File: config.mk
export PLATFORM = sky130hd
export DESIGN_NAME = ser_arbiter
export DESIGN_NICKNAME = d
export VERILOG_FILES = /design/src/rtl/ser_arbiter.sv
export SDC_FILE = /design/constraint.sdc
export NUM_CORES = 1
export LEC_CHECK = 0
export CORE_MARGIN = 3
export CORE_UTILIZATION = 34
export CTS_CLUSTER_SIZE = 12
export DETAILED_ROUTE_END_ITERATION = 8
export GPL_TIMING_DRIVEN = 0
export PLACE_DENSITY = 0.76
export SLEW_MARGIN = 20
export SYNTH_ARGS = -nofsm -noshare
export SYNTH_HDL_FRONTEND = slang
export SYNTH_SLANG_ARGS = --single-unit
File: constraint.sdc
create_clock -name clk_i -period 2.1 [get_ports clk_i]
set_clock_uncertainty 0.1 [all_clocks]
set_input_delay 0.21 -clock clk_i [delete_from_list [all_inputs] [get_ports clk_i]]
set_output_delay 0.21 -clock clk_i [all_outputs]
set_load 0.02 [all_outputs]
File: src/rtl/ser_arbiter.sv
// Round-robin arbiter sharing one serializer between N requesters.
// Latency: grant in the IDLE cycle; load strobe one cycle later; done_o one cycle after busy drops.
// Backpressure: req_ready_o is only offered in IDLE with the serializer idle; requesters hold until ready.
//
// Ports:
//   clk_i, arstn_i        clock, asynchronous active-low reset
//   req_data_i/mod_i/val_i  per-requester 16-bit word, 4-bit bit count, valid
//   req_ready_o            one-hot accept (combinational)
//   ser_data_o/mod_o/val_o  word, bit count and single-cycle load strobe to the serializer
//   ser_busy_i             serializer busy
//   grant_id_o             current or last owner
//   active_o               transaction in flight
//   done_o                 one-cycle pulse when the serializer finishes
//   drop_cnt_o             saturating count of rejected (bit count < 3) requests
//   err_o                  sticky: serializer never went busy after a load
module ser_arbiter #(
  parameter int N     = 4,
  parameter int CNT_W = 8,
  localparam int IW   = (N > 1) ? $clog2(N) : 1
) (
  input  logic             clk_i,
  input  logic             arstn_i,
  input  logic [16*N-1:0]  req_data_i,
  input  logic [4*N-1:0]   req_mod_i,
  input  logic [N-1:0]     req_val_i,
  output logic [N-1:0]     req_ready_o,
  output logic [15:0]      ser_data_o,
  output logic [3:0]       ser_data_mod_o,
  output logic             ser_data_val_o,
  input  logic             ser_busy_i,
  output logic [IW-1:0]    grant_id_o,
  output logic             active_o,
  output logic             done_o,
  output logic [CNT_W-1:0] drop_cnt_o,
  output logic             err_o
);

  typedef enum logic [1:0] {
    S_IDLE      = 2'd0,
    S_ISSUE     = 2'd1,
    S_WAIT_BUSY = 2'd2,
    S_WAIT_DONE = 2'd3
  } state_t;

  state_t           r_state;
  logic [IW-1:0]    r_ptr;
  logic [IW-1:0]    r_gid;
  logic [15:0]      r_data;
  logic [3:0]       r_mod;
  logic             r_val;
  logic             r_done;
  logic [CNT_W-1:0] r_drop;
  logic             r_err;

  logic             w_any;
  logic [IW-1:0]    w_win;
  logic             w_xfer;
  logic [15:0]      w_sel_data;
  logic [3:0]       w_sel_mod;

  // Search starts one past the last owner and wraps, so the last owner
  // is considered last. With N=1 the modulo collapses to index 0.
  always_comb begin
    w_any = 1'b0;
    w_win = '0;
    for (int i = 1; i <= N; i++) begin
      if (!w_any && req_val_i[(int'(r_ptr) + i) % N]) begin
        w_any = 1'b1;
        w_win = IW'((int'(r_ptr) + i) % N);
      end
    end
  end

  assign w_xfer     = (r_state == S_IDLE) && !ser_busy_i && w_any;
  assign w_sel_data = req_data_i[16*int'(w_win) +: 16];
  assign w_sel_mod  = req_mod_i[4*int'(w_win) +: 4];

  always_comb begin
    req_ready_o = '0;
    for (int k = 0; k < N; k++) begin
      req_ready_o[k] = w_xfer && (w_win == IW'(k));
    end
  end

  always_ff @(posedge clk_i or negedge arstn_i) begin
    if (!arstn_i) begin
      r_state <= S_IDLE;
      r_ptr   <= '0;
      r_gid   <= '0;
      r_data  <= '0;
      r_mod   <= '0;
      r_val   <= 1'b0;
      r_done  <= 1'b0;
      r_drop  <= '0;
      r_err   <= 1'b0;
    end else begin
      // Strobe and done are single-cycle pulses; they are re-armed only below.
      r_val  <= 1'b0;
      r_done <= 1'b0;
      case (r_state)
        S_IDLE: begin
          if (w_xfer) begin
            r_ptr  <= w_win;
            r_gid  <= w_win;
            r_data <= w_sel_data;
            r_mod  <= w_sel_mod;
            if (w_sel_mod >= 4'd3) begin
              r_val   <= 1'b1;
              r_state <= S_ISSUE;
            end else if (r_drop != {CNT_W{1'b1}}) begin
              // Short words are consumed but never loaded; stay IDLE so
              // the next grant can happen on the following cycle.
              r_drop <= r_drop + CNT_W'(1);
            end
          end
        end
        S_ISSUE: begin
          r_state <= S_WAIT_BUSY;
        end
        S_WAIT_BUSY: begin
          if (ser_busy_i) begin
            r_state <= S_WAIT_DONE;
          end else begin
            r_err   <= 1'b1;
            r_state <= S_IDLE;
          end
        end
        S_WAIT_DONE: begin
          if (!ser_busy_i) begin
            r_done  <= 1'b1;
            r_state <= S_IDLE;
          end
        end
        default: r_state <= S_IDLE;
      endcase
    end
  end

  assign ser_data_o     = r_data;
  assign ser_data_mod_o = r_mod;
  assign ser_data_val_o = r_val;
  assign grant_id_o     = r_gid;
  assign active_o       = (r_state != S_IDLE);
  assign done_o         = r_done;
  assign drop_cnt_o     = r_drop;
  assign err_o          = r_err;

endmodule

# Yosys cells after proc, flatten, opt, wreduce, memory -nomap -nowiden
# Cells that the tools add are included.
[totals]
regBits = 35
in_bits = 87
output_inout_bits = 38
[op_classes]
add_sub_neg = 5
magnitude_cmp = 5
eq_ne = 10
n_shift = 2
mux = 30
bitwise = 6
n_reduce_logical = 24
[ops]
columns = ["cell", "count"]
rows = [
  ["64-bit by 7-bit variable part select with 16-bit output", 1],
  ["1-bit two-way mux", 17],
  ["3-bit by 4-bit < comparator with 1-bit output (second input constant)", 4],
  ["2-bit two-way mux", 8],
  ["16-bit by 5-bit variable part select with 4-bit output", 1],
  ["1-bit logical AND", 9],
  ["8-bit by 1-bit adder with 8-bit output (second input constant)", 1],
  ["1-bit binary-select mux with 2-bit select", 4],
  ["2-bit equality test (second input constant)", 4],
  ["8-bit inequality test (second input constant)", 1],
  ["2-bit one-hot mux with 4 select lines", 1],
  ["2-bit OR reduction", 4],
  ["2-bit by 1-bit adder with 2-bit output (second input constant)", 2],
  ["2-bit adder (second input constant)", 2],
  ["1-bit bitwise AND (first input constant)", 4],
  ["2-bit by 1-bit equality test with 1-bit output (second input constant)", 2],
  ["4-bit by 2-bit greater-or-equal comparator with 1-bit output (second input constant)", 1],
  ["1-bit zero test", 4],
  ["2-bit zero test", 2],
  ["2-bit inequality test (second input constant)", 2],
  ["2-bit AND reduction", 2],
  ["4-bit AND reduction", 1],
  ["3-bit AND reduction", 1],
  ["2-bit by 1-bit inequality test with 1-bit output (second input constant)", 1],
  ["other kinds (2)", 3],
]

# Logic depth before layout (Yosys ltp)
# Gate-level depths: netlist of the first run.
[depth]
depth_word = 21
depth_mapped = 11

# Worst setup path before layout of the first run
# Ideal clock, no wire load.
[synth_path]
path_kind = "reg2out"
start = "register grant_id_o[1] (netlist name)"
end = "output port req_ready_o[3]"
t_arrival_ns = 2.101
t_required_ns = 1.790
path_slack_ns = -0.311
stages_incl_launch_ff = 9
n_path_buf = 4
path_cell_list = "dfrtp_1 -> buf_6 -> nand2_1 -> o22ai_2 -> or3_1 -> buf_4 -> buf_6 -> clkbuf_1 -> nor3b_1"
[synth_lines]
columns = ["item", "line", "source"]
rows = [
  ["end, declared", "26", "output logic [N-1:0] req_ready_o,"],
]

==> results of run 1 <==
worst max-delay path: cells and delay by family (launching register included):
kind            cells  cell delay [ns]
simple gates        2             0.21
mux                 1             0.33
flops               1             0.47
compound gates      3             0.88
buf+inv             2             0.28
cell families (layout without fill, tap and decap cells):
family | count (synthesis) | after routing | synth area share (%)
XOR/XNOR | 7 | 7 | 2.86
multiplexers | 3 | 3 | 1.52
AND/OR/NAND/NOR | 165 | 165 | 32.7
adder cells (fa/ha/maj) | 1 | 1 | 0.583
buffers and inverters | 22 | 182 | 4.84
AO/OA/AOI/OAI | 55 | 55 | 16.7
flip-flops | 35 | 35 | 40.8
cell usage after synthesis, drive strengths merged:
cell type and number:
a211oi 1, a21o 2, a21boi 1, a21oi 4
xor2 6, or2 2, or3 2, ha 1
xnor2 1, dfrtp 35, nor3 6, nand3 20
o22a 1, o2111ai 1, inv 3, buf 9
clkbuf 10, nor2 58, a32o 4, o22ai 1
nand4 1, mux2i 1, mux2 2, o21ai 39
nand2b 3, nand2 72, nor3b 1, a31oi 1
state kept, by name, summed over array words and instances, names as in the netlist:
| signal | count |
|---|---|
| done_o | 1 |
| drop_cnt_o | 8 |
| err_o | 1 |
| grant_id_o | 2 |
| r_state | 2 |
| ser_data_mod_o | 4 |
| ser_data_o | 16 |
| ser_data_val_o | 1 |
per-stage QoR:
stage / TNS (ns) / hold WS, ns / area, µm² / util [%] / instances
final: -4.49 / 0.189 / 4240 / 70.4 / 523
after global routing: -7.43 / 0.217 / 4240 / 70.4 / 523
after CTS: -3.64 / 0.185 / 3950 / 65.6 / 515
after detailed placement: -20.74 / -0.0362 / 3530 / 58.6 / 488
after global placement: -21.05 / 0.350 / 3510 / 58.3 / 487
after floorplan: -0.874 / -0.186 / 2180 / - / 288
power groups by stage:
stage | Clock, mW | Sequential, mW | Combinational, mW
global route | 0.679 | 1.21 | 3.96
detailed placement | 0 | 1.16 | 2.68
CTS | 0.647 | 1.16 | 3.15
global placement | 0 | 1.15 | 2.63
finish | 0.641 | 1.17 | 3.68
floorplan | 0 | 1.45 | 1.24
routing by layer:
layer | wire [µm] | GRT usage [%]
met1 | 3460 | 27.2
met2 | 4360 | 38.6
met3 | 515 | 4.76
met4 | 40 | 4.46
met5 | 0 | 0
area by class of cell:
cell class,instances,area share [%]
Buffer,17,4.87
Clock buffer,6,1.95
Clock inverter,2,0.826
Inverter,3,0.266
Multi-Input combinational cell,231,33.3
Sequential cell,35,20.7
Tap cell,75,2.21
Timing Repair Buffer,154,35.9
how the worst min path moves through the flow:
stage                                 start                         end  slack, ns  cells past startpoint
after floorplan                     arstn_i            done_o$_DFF_PN0_      -0.19                      0
after global placement    err_o$_DFFE_PN0P_           err_o$_DFFE_PN0P_       0.35                      1
after detailed placement            arstn_i    ser_data_val_o$_DFF_PN0_      -0.04                      1
after CTS                           arstn_i    ser_data_val_o$_DFF_PN0_       0.19                      2
after global routing                arstn_i  ser_data_o[12]$_DFFE_PN0P_       0.22                      2
final                               arstn_i  ser_data_o[12]$_DFFE_PN0P_       0.19                      2
repair_timing:
action	CTS	global route
pin swaps	15	22
setup endpoints to repair	30	32
hold buffers	1	0
setup buffers	20	8
hold endpoints to repair	35	0
resized for setup	70	95
cloned	0	1
==> metrics.csv, run 1 <==
stage,metric,value,unit
final_layout,antenna cell count,0,
timing,Final Cycle Share,114,%
worst_setup_path,"Arr. time, crit path",2.47,ns
synth,syn_nets,376,
synth,number of distinct library cells after synthesis,37,
final_layout,area added between synthesis and finish,97.6,%
timing,Final setup viols,29,
job,max capacitance violation total,0,
final_layout,number of fill cells,490,
pwr,clock share of power,11.7,%
timing,highest achievable clock rate,418,MHz
timing,unrepaired setup endpoints after global routing,yes,
synth,fraction of the yosys area taken by sequential cells,40.8,%
clock_network,H-tree lvl count,2,
drt,routed length per placed instance,16.0,µm
worst_setup_path,maximum fanout count along the critical path,8,
worst_setup_path,"critical path, cell by cell",buf_6 > a211oi_4 > or3_1 > buf_6 > nand2_2 > a32o_2 > o2111ai_4 > mux2_4,
worst_setup_path,critical path's slowest cell,sky130_fd_sc_hd__dfrtp_2,
pwr,switch share,42.4,%
pwr,part of the power in registers,21.3,%
final_layout,final net count,535,
worst_setup_path,category of the worst setup path launch point,flop,
pwr,power density over cell area,1300,nW/µm²
synth,most area-consuming cells after synthesis,"sky130_fd_sc_hd__dfrtp_1 (41%), sky130_fd_sc_hd__nand2_1 (12%), sky130_fd_sc_hd__nor2_1 (10%)",
worst_setup_path,stage delay of the slowest cell on the critical path,0.47,ns
worst_setup_path,CP endpoint,drop_cnt_o[1]$_DFFE_PN0P_,
synth,number of register bits inferred by synthesis,35,
synth,cells after synthesis,288,
global_routing,total global routing track utilization,21.8,%
drt,DRC violations left,0,
clock_network,number of clock sinks,35,
pwr,peak ir drop on the vdd network,0.728,mV
pwr,total power consumption of the routed design,5.49,mW
drt,sum of routed wire length over all layers,8380,µm
place,gpl congestion,0.823,
drt,iteration count of the initial detailed-routing pass,4,
drt,violation count after the first detailed-routing iteration,111,
floorplan,count of boundary I/O pins,125,
floorplan,number of placement rows,28,
synth,top cell type by total area after synthesis,sky130_fd_sc_hd__dfrtp_1,
drt,antenna-violating nets left,0,
place,number of buffers inserted by port buffering,124,
worst_setup_path,startpoint of the most critical register-to-register path,grant_id_o[1]$_DFFE_PN0P_,
final_layout,Multi-input gate area,1410,µm²
synth,Synth top area share,40.8,%
timing,final period demand of the worst path,2.39,ns
clock_network,clock tree from TritonCTS,done,
place,post-place setup slack,-1.08,ns
pwr,Comb power frac,67.0,%
clock_network,"Clk pin slew, worst setup/hold paths",0.08,ns
global_routing,overall overflow remaining after global route,0,
global_routing,via count of the first global-routing pass,2566,
worst_setup_path,number of cells traversed by the worst register-to-register path,8,
global_routing,wire length of the first global-routing pass,12500,µm
status,failing checks,negative setup slack,
floorplan,DIE HEIGHT,85.4,µm
global_routing,number of antenna violations at the first check in global routing,0,
pwr,switching component of the power,2.33,mW
final_layout,"top library cells by usage in the layout, fill and taps aside","sky130_fd_sc_hd__clkdlybuf4s50_1 (116), sky130_fd_sc_hd__nand2_1 (56), sky130_fd_sc_hd__nor2_1 (42)",
timing,Least-Margin Pin Slew,0.622,ns
floorplan,overall die width,85.4,µm
timing,worst setup slack after layout,-0.293,ns
synth,combined area of all synthesized cells,2150,µm²
worst_setup_path,start point of the critical path,grant_id_o[1]$_DFFE_PN0P_,
pwr,cell leakage power,1.84,nW
drt,via density per instance,5.02,
worst_setup_path,r2r endpoint,drop_cnt_o[1]$_DFFE_PN0P_,
clock_network,total CTS buffers,5,
global_routing,pin count of the biggest net entering global routing,30,
floorplan,core area,6030,µm²
clock_network,clock tree buffer depth,2,
hold_path,type of the worst min-delay path,in -> async,
worst_setup_path,CP required,2.17,ns
status,run status,finished with violations,
floorplan,starting density of the core,35.6,%
place,Detailed Place HPWL,5710,µm
synth,Yosys Warn Count,0,
final_layout,"leading cell type in the layout, fill and taps excluded",sky130_fd_sc_hd__clkdlybuf4s50_1,
timing,Relative slew margins,58.5,%
floorplan,floorplan die area,7300,µm²
clock_network,insertion delay to the later sink of the worst-skew pair,0.29,ns
worst_setup_path,register-to-register setup slack,-0.29,ns
worst_setup_path,"Worst Path Class, Setup",reg -> reg,
final_layout,fraction of layout cells with a size suffix above 1,27.5,%
clock_network,clock root cell,sky130_fd_sc_hd__clkbuf_8,
drt,vias post-DR,2627,
timing,number of max-slew violations in the final report,0,
worst_setup_path,capturing element type of the critical path,flop,
pwr,internal power summed over all cells,3.16,mW
final_layout,register cell area after layout,878,µm²
timing,number of hold violations in the final report,0,
synth,mean post-synth cell area,7.45,µm²
worst_setup_path,cell mode on critical path,sky130_fd_sc_hd__buf_6,
No activity file was read; power rests on OpenSTA's default activity.
==> run 2, diff against run 1 <==
--- a/config.mk
+++ b/config.mk
@@ -6,11 +6,11 @@
 export NUM_CORES = 1
 export LEC_CHECK = 0
 export CORE_MARGIN = 3
-export CORE_UTILIZATION = 34
+export CORE_UTILIZATION = 38
 export CTS_CLUSTER_SIZE = 12
 export DETAILED_ROUTE_END_ITERATION = 8
 export GPL_TIMING_DRIVEN = 0
-export PLACE_DENSITY = 0.76
+export PLACE_DENSITY = 0.81
 export SLEW_MARGIN = 20
 export SYNTH_ARGS = -nofsm -noshare
 export SYNTH_HDL_FRONTEND = slang
==> constraint.sdc (replaced) <==
create_clock -name clk_i -period 2.7 [get_ports clk_i]
set_clock_uncertainty 0.1 [all_clocks]
set_input_delay 0.27 -clock clk_i [delete_from_list [all_inputs] [get_ports clk_i]]
set_output_delay 0.27 -clock clk_i [all_outputs]
set_load 0.02 [all_outputs]
==> run 2 against run 1 <==
  * Global-route usage barely moved
  * Routed wire length is 15% lower
  * Highest routed layer unchanged
  * Sequential share of layout area rose by 3.8 points
  * Total power decreased by 41%
  * Worst hold slack improved by 0.16 ns
  * Critical path type is now in -> out
  * Die area fell by 9.8%
  * The flow now finishes without violations
  * Clock power down 43%
  * Final area down 16%
  * Setup slack better by 0.40 ns
  * Clock-buffer cell count is 1 higher
  * Register-to-register slack better by 0.50 ns
  * Largest power group unchanged
==> metrics.csv, run 2 (same netlist as run 1, synthesis figures left out) <==
stage,metric,value,unit
status,run status,"complete, no violations",
worst_setup_path,CP required,2.33,ns
clock_network,H-tree lvl count,2,
pwr,part of the power in registers,27.3,%
drt,DRC violations left,0,
clock_network,clock root cell,sky130_fd_sc_hd__clkbuf_8,
pwr,switch share,44.6,%
clock_network,clock tree buffer depth,2,
floorplan,overall die width,81.1,µm
timing,hold_ws,0.354,ns
worst_setup_path,capturing element type of the critical path,output pin,
floorplan,starting density of the core,40.7,%
final_layout,final design area excluding fillers,3580,µm²
final_layout,number of flip-flops in the largest register,16,
pwr,Comb power frac,61.6,%
pwr,internal power summed over all cells,1.81,mW
final_layout,"top library cells by usage in the layout, fill and taps aside","sky130_fd_sc_hd__clkdlybuf4s50_1 (119), sky130_fd_sc_hd__nand2_1 (71), sky130_fd_sc_hd__nor2_1 (57)",
place,Post-DP Area,3500,µm²
final_layout,"leading cell type in the layout, fill and taps excluded",sky130_fd_sc_hd__clkdlybuf4s50_1,
clock_network,number of clock sinks,35,
drt,antenna-violating nets left,0,
floorplan,number of placement rows,26,
timing,unrepaired setup endpoints after global routing,yes,
global_routing,wire length of the first global-routing pass,11000,µm
timing,final setup TNS,0,ns
timing,Relative slew margins,64.5,%
global_routing,number of antenna violations at the first check in global routing,0,
clock_network,"Clk pin slew, worst setup/hold paths",0.07,ns
pwr,switching component of the power,1.45,mW
final_layout,number of fill cells,482,
drt,sum of routed wire length over all layers,7150,µm
pwr,peak ir drop on the vdd network,0.574,mV
timing,highest achievable clock rate,386,MHz
final_layout,antenna cell count,0,
floorplan,count of boundary I/O pins,125,
clock_network,insertion delay to the later sink of the worst-skew pair,0.29,ns
worst_setup_path,register-to-register setup slack,0.21,ns
global_routing,pin count of the biggest net entering global routing,22,
worst_setup_path,category of the worst setup path launch point,input pin,
worst_setup_path,"Worst Path Class, Setup",in -> out,
drt,vias post-DR,2406,
drt,routed length per placed instance,14.7,µm
timing,Least-Margin Pin Slew,0.532,ns
floorplan,core area,5270,µm²
worst_setup_path,maximum fanout count along the critical path,19,
floorplan,DIE HEIGHT,81.1,µm
clock_network,total CTS buffers,5,
place,gpl congestion,0.785,
global_routing,overall overflow remaining after global route,0,
global_routing,via count of the first global-routing pass,2318,
timing,Final setup viols,0,
pwr,clock share of power,11.2,%
pwr,cell leakage power,1.54,nW
timing,number of hold violations in the final report,0,
timing,final period demand of the worst path,2.59,ns
place,Detailed Place HPWL,5600,µm
global_routing,total global routing track utilization,21.8,%
clock_network,clock tree from TritonCTS,done,
final_layout,fraction of layout cells with a size suffix above 1,7.66,%
place,number of buffers inserted by port buffering,124,
worst_setup_path,number of cells traversed by the worst register-to-register path,9,
final_layout,final net count,505,
drt,violation count after the first detailed-routing iteration,128,
hold_path,type of the worst min-delay path,in -> async,
job,max capacitance violation total,0,
drt,via density per instance,4.93,
worst_setup_path,"Arr. time, crit path",2.22,ns
final_layout,area added between synthesis and finish,66.7,%
floorplan,floorplan die area,6580,µm²
pwr,power density over cell area,911,nW/µm²
drt,iteration count of the initial detailed-routing pass,4,
timing,Final Cycle Share,95.8,%
timing,number of max-slew violations in the final report,0,
[run 2: cell types whose count changed in the layout (fill, tap and decap cells not counted), moves of 15 or more]
cell                      change
sky130_fd_sc_hd__buf_4       -17
sky130_fd_sc_hd__o21ai_0     +32
sky130_fd_sc_hd__nand2_1     +15
sky130_fd_sc_hd__nor2_1      +15
sky130_fd_sc_hd__o21ai_1     -26
[run 2: worst paths after layout]
path                                           start                    endpoint
max                                     req_val_i[1]              req_ready_o[2]
min                                          arstn_i            done_o$_DFF_PN0_
max reg2reg                grant_id_o[1]$_DFFE_PN0P_   drop_cnt_o[1]$_DFFE_PN0P_
min reg2reg                        err_o$_DFFE_PN0P_           err_o$_DFFE_PN0P_
max in group asynchronous                    arstn_i  ser_data_o[11]$_DFFE_PN0P_
min in group clk_i                 err_o$_DFFE_PN0P_           err_o$_DFFE_PN0P_
[run 2: layer usage]
metal,track usage (%),up-vias,share of wire (%)
met2,37.3,74,49
met3,4.43,13,6.6
met1,27.3,1109,42
met4,7.60,0,2.0
met5,0,-,0
li1,-,1210,-
[run 2: worst max-delay path, cell delays in order]
cell and delay (ns):
sky130_fd_sc_hd__clkdlybuf4s50_1 0.48, sky130_fd_sc_hd__nor2_2 0.17, sky130_fd_sc_hd__o22ai_2 0.11, sky130_fd_sc_hd__or3_1 0.35
sky130_fd_sc_hd__buf_4 0.17, sky130_fd_sc_hd__buf_6 0.17, sky130_fd_sc_hd__nor3_1 0.13, sky130_fd_sc_hd__dlygate4sd2_1 0.37
[run 2: layout make-up]
class	count	area, µm²	area share [%]
Timing Repair Buffer	127	1270	35.6
Multi-Input combinational cell	231	1170	32.6
Sequential cell	35	876	24.5
Tap cell	70	87.6	2.45
Buffer	14	81.3	2.27
Clock buffer	7	76.3	2.13
Inverter	3	11.3	0.315
Clock inverter	1	5.00	0.140
[run 2: timing repair]
action                                  in CTS  in global routing
resized for setup                            7                  6
endpoints found under the setup margin       4                  3
endpoints found under the hold margin       17                  0
hold buffers                                 1                  0
setup buffers                                1                  0
pin swaps                                    1                  0
[run 2: power by group through the flow]
stage / combinational, mW / clock (mW) / sequential, mW
2_1_floorplan: 0.926 / 0 / 1.12
6_report: 2.01 / 0.364 / 0.889
5_1_grt: 2.21 / 0.396 / 0.919
4_1_cts: 2.03 / 0.372 / 0.889
3_5_place_dp: 2.03 / 0 / 0.894
3_3_place_gp: 1.99 / 0 / 0.884
[run 2: through the flow]
stage / util (%) / std cells / total power [mW] / worst slack [ns]
2_1_floorplan: - / 288 / 2.05 / 0.229
3_3_place_gp: 65.9 / 482 / 2.88 / -0.603
3_5_place_dp: 66.4 / 483 / 2.92 / -0.683
4_1_cts: 67.9 / 488 / 3.29 / 0.0616
5_1_grt: 67.9 / 488 / 3.53 / -0.00305
6_report: 67.9 / 488 / 3.26 / 0.112
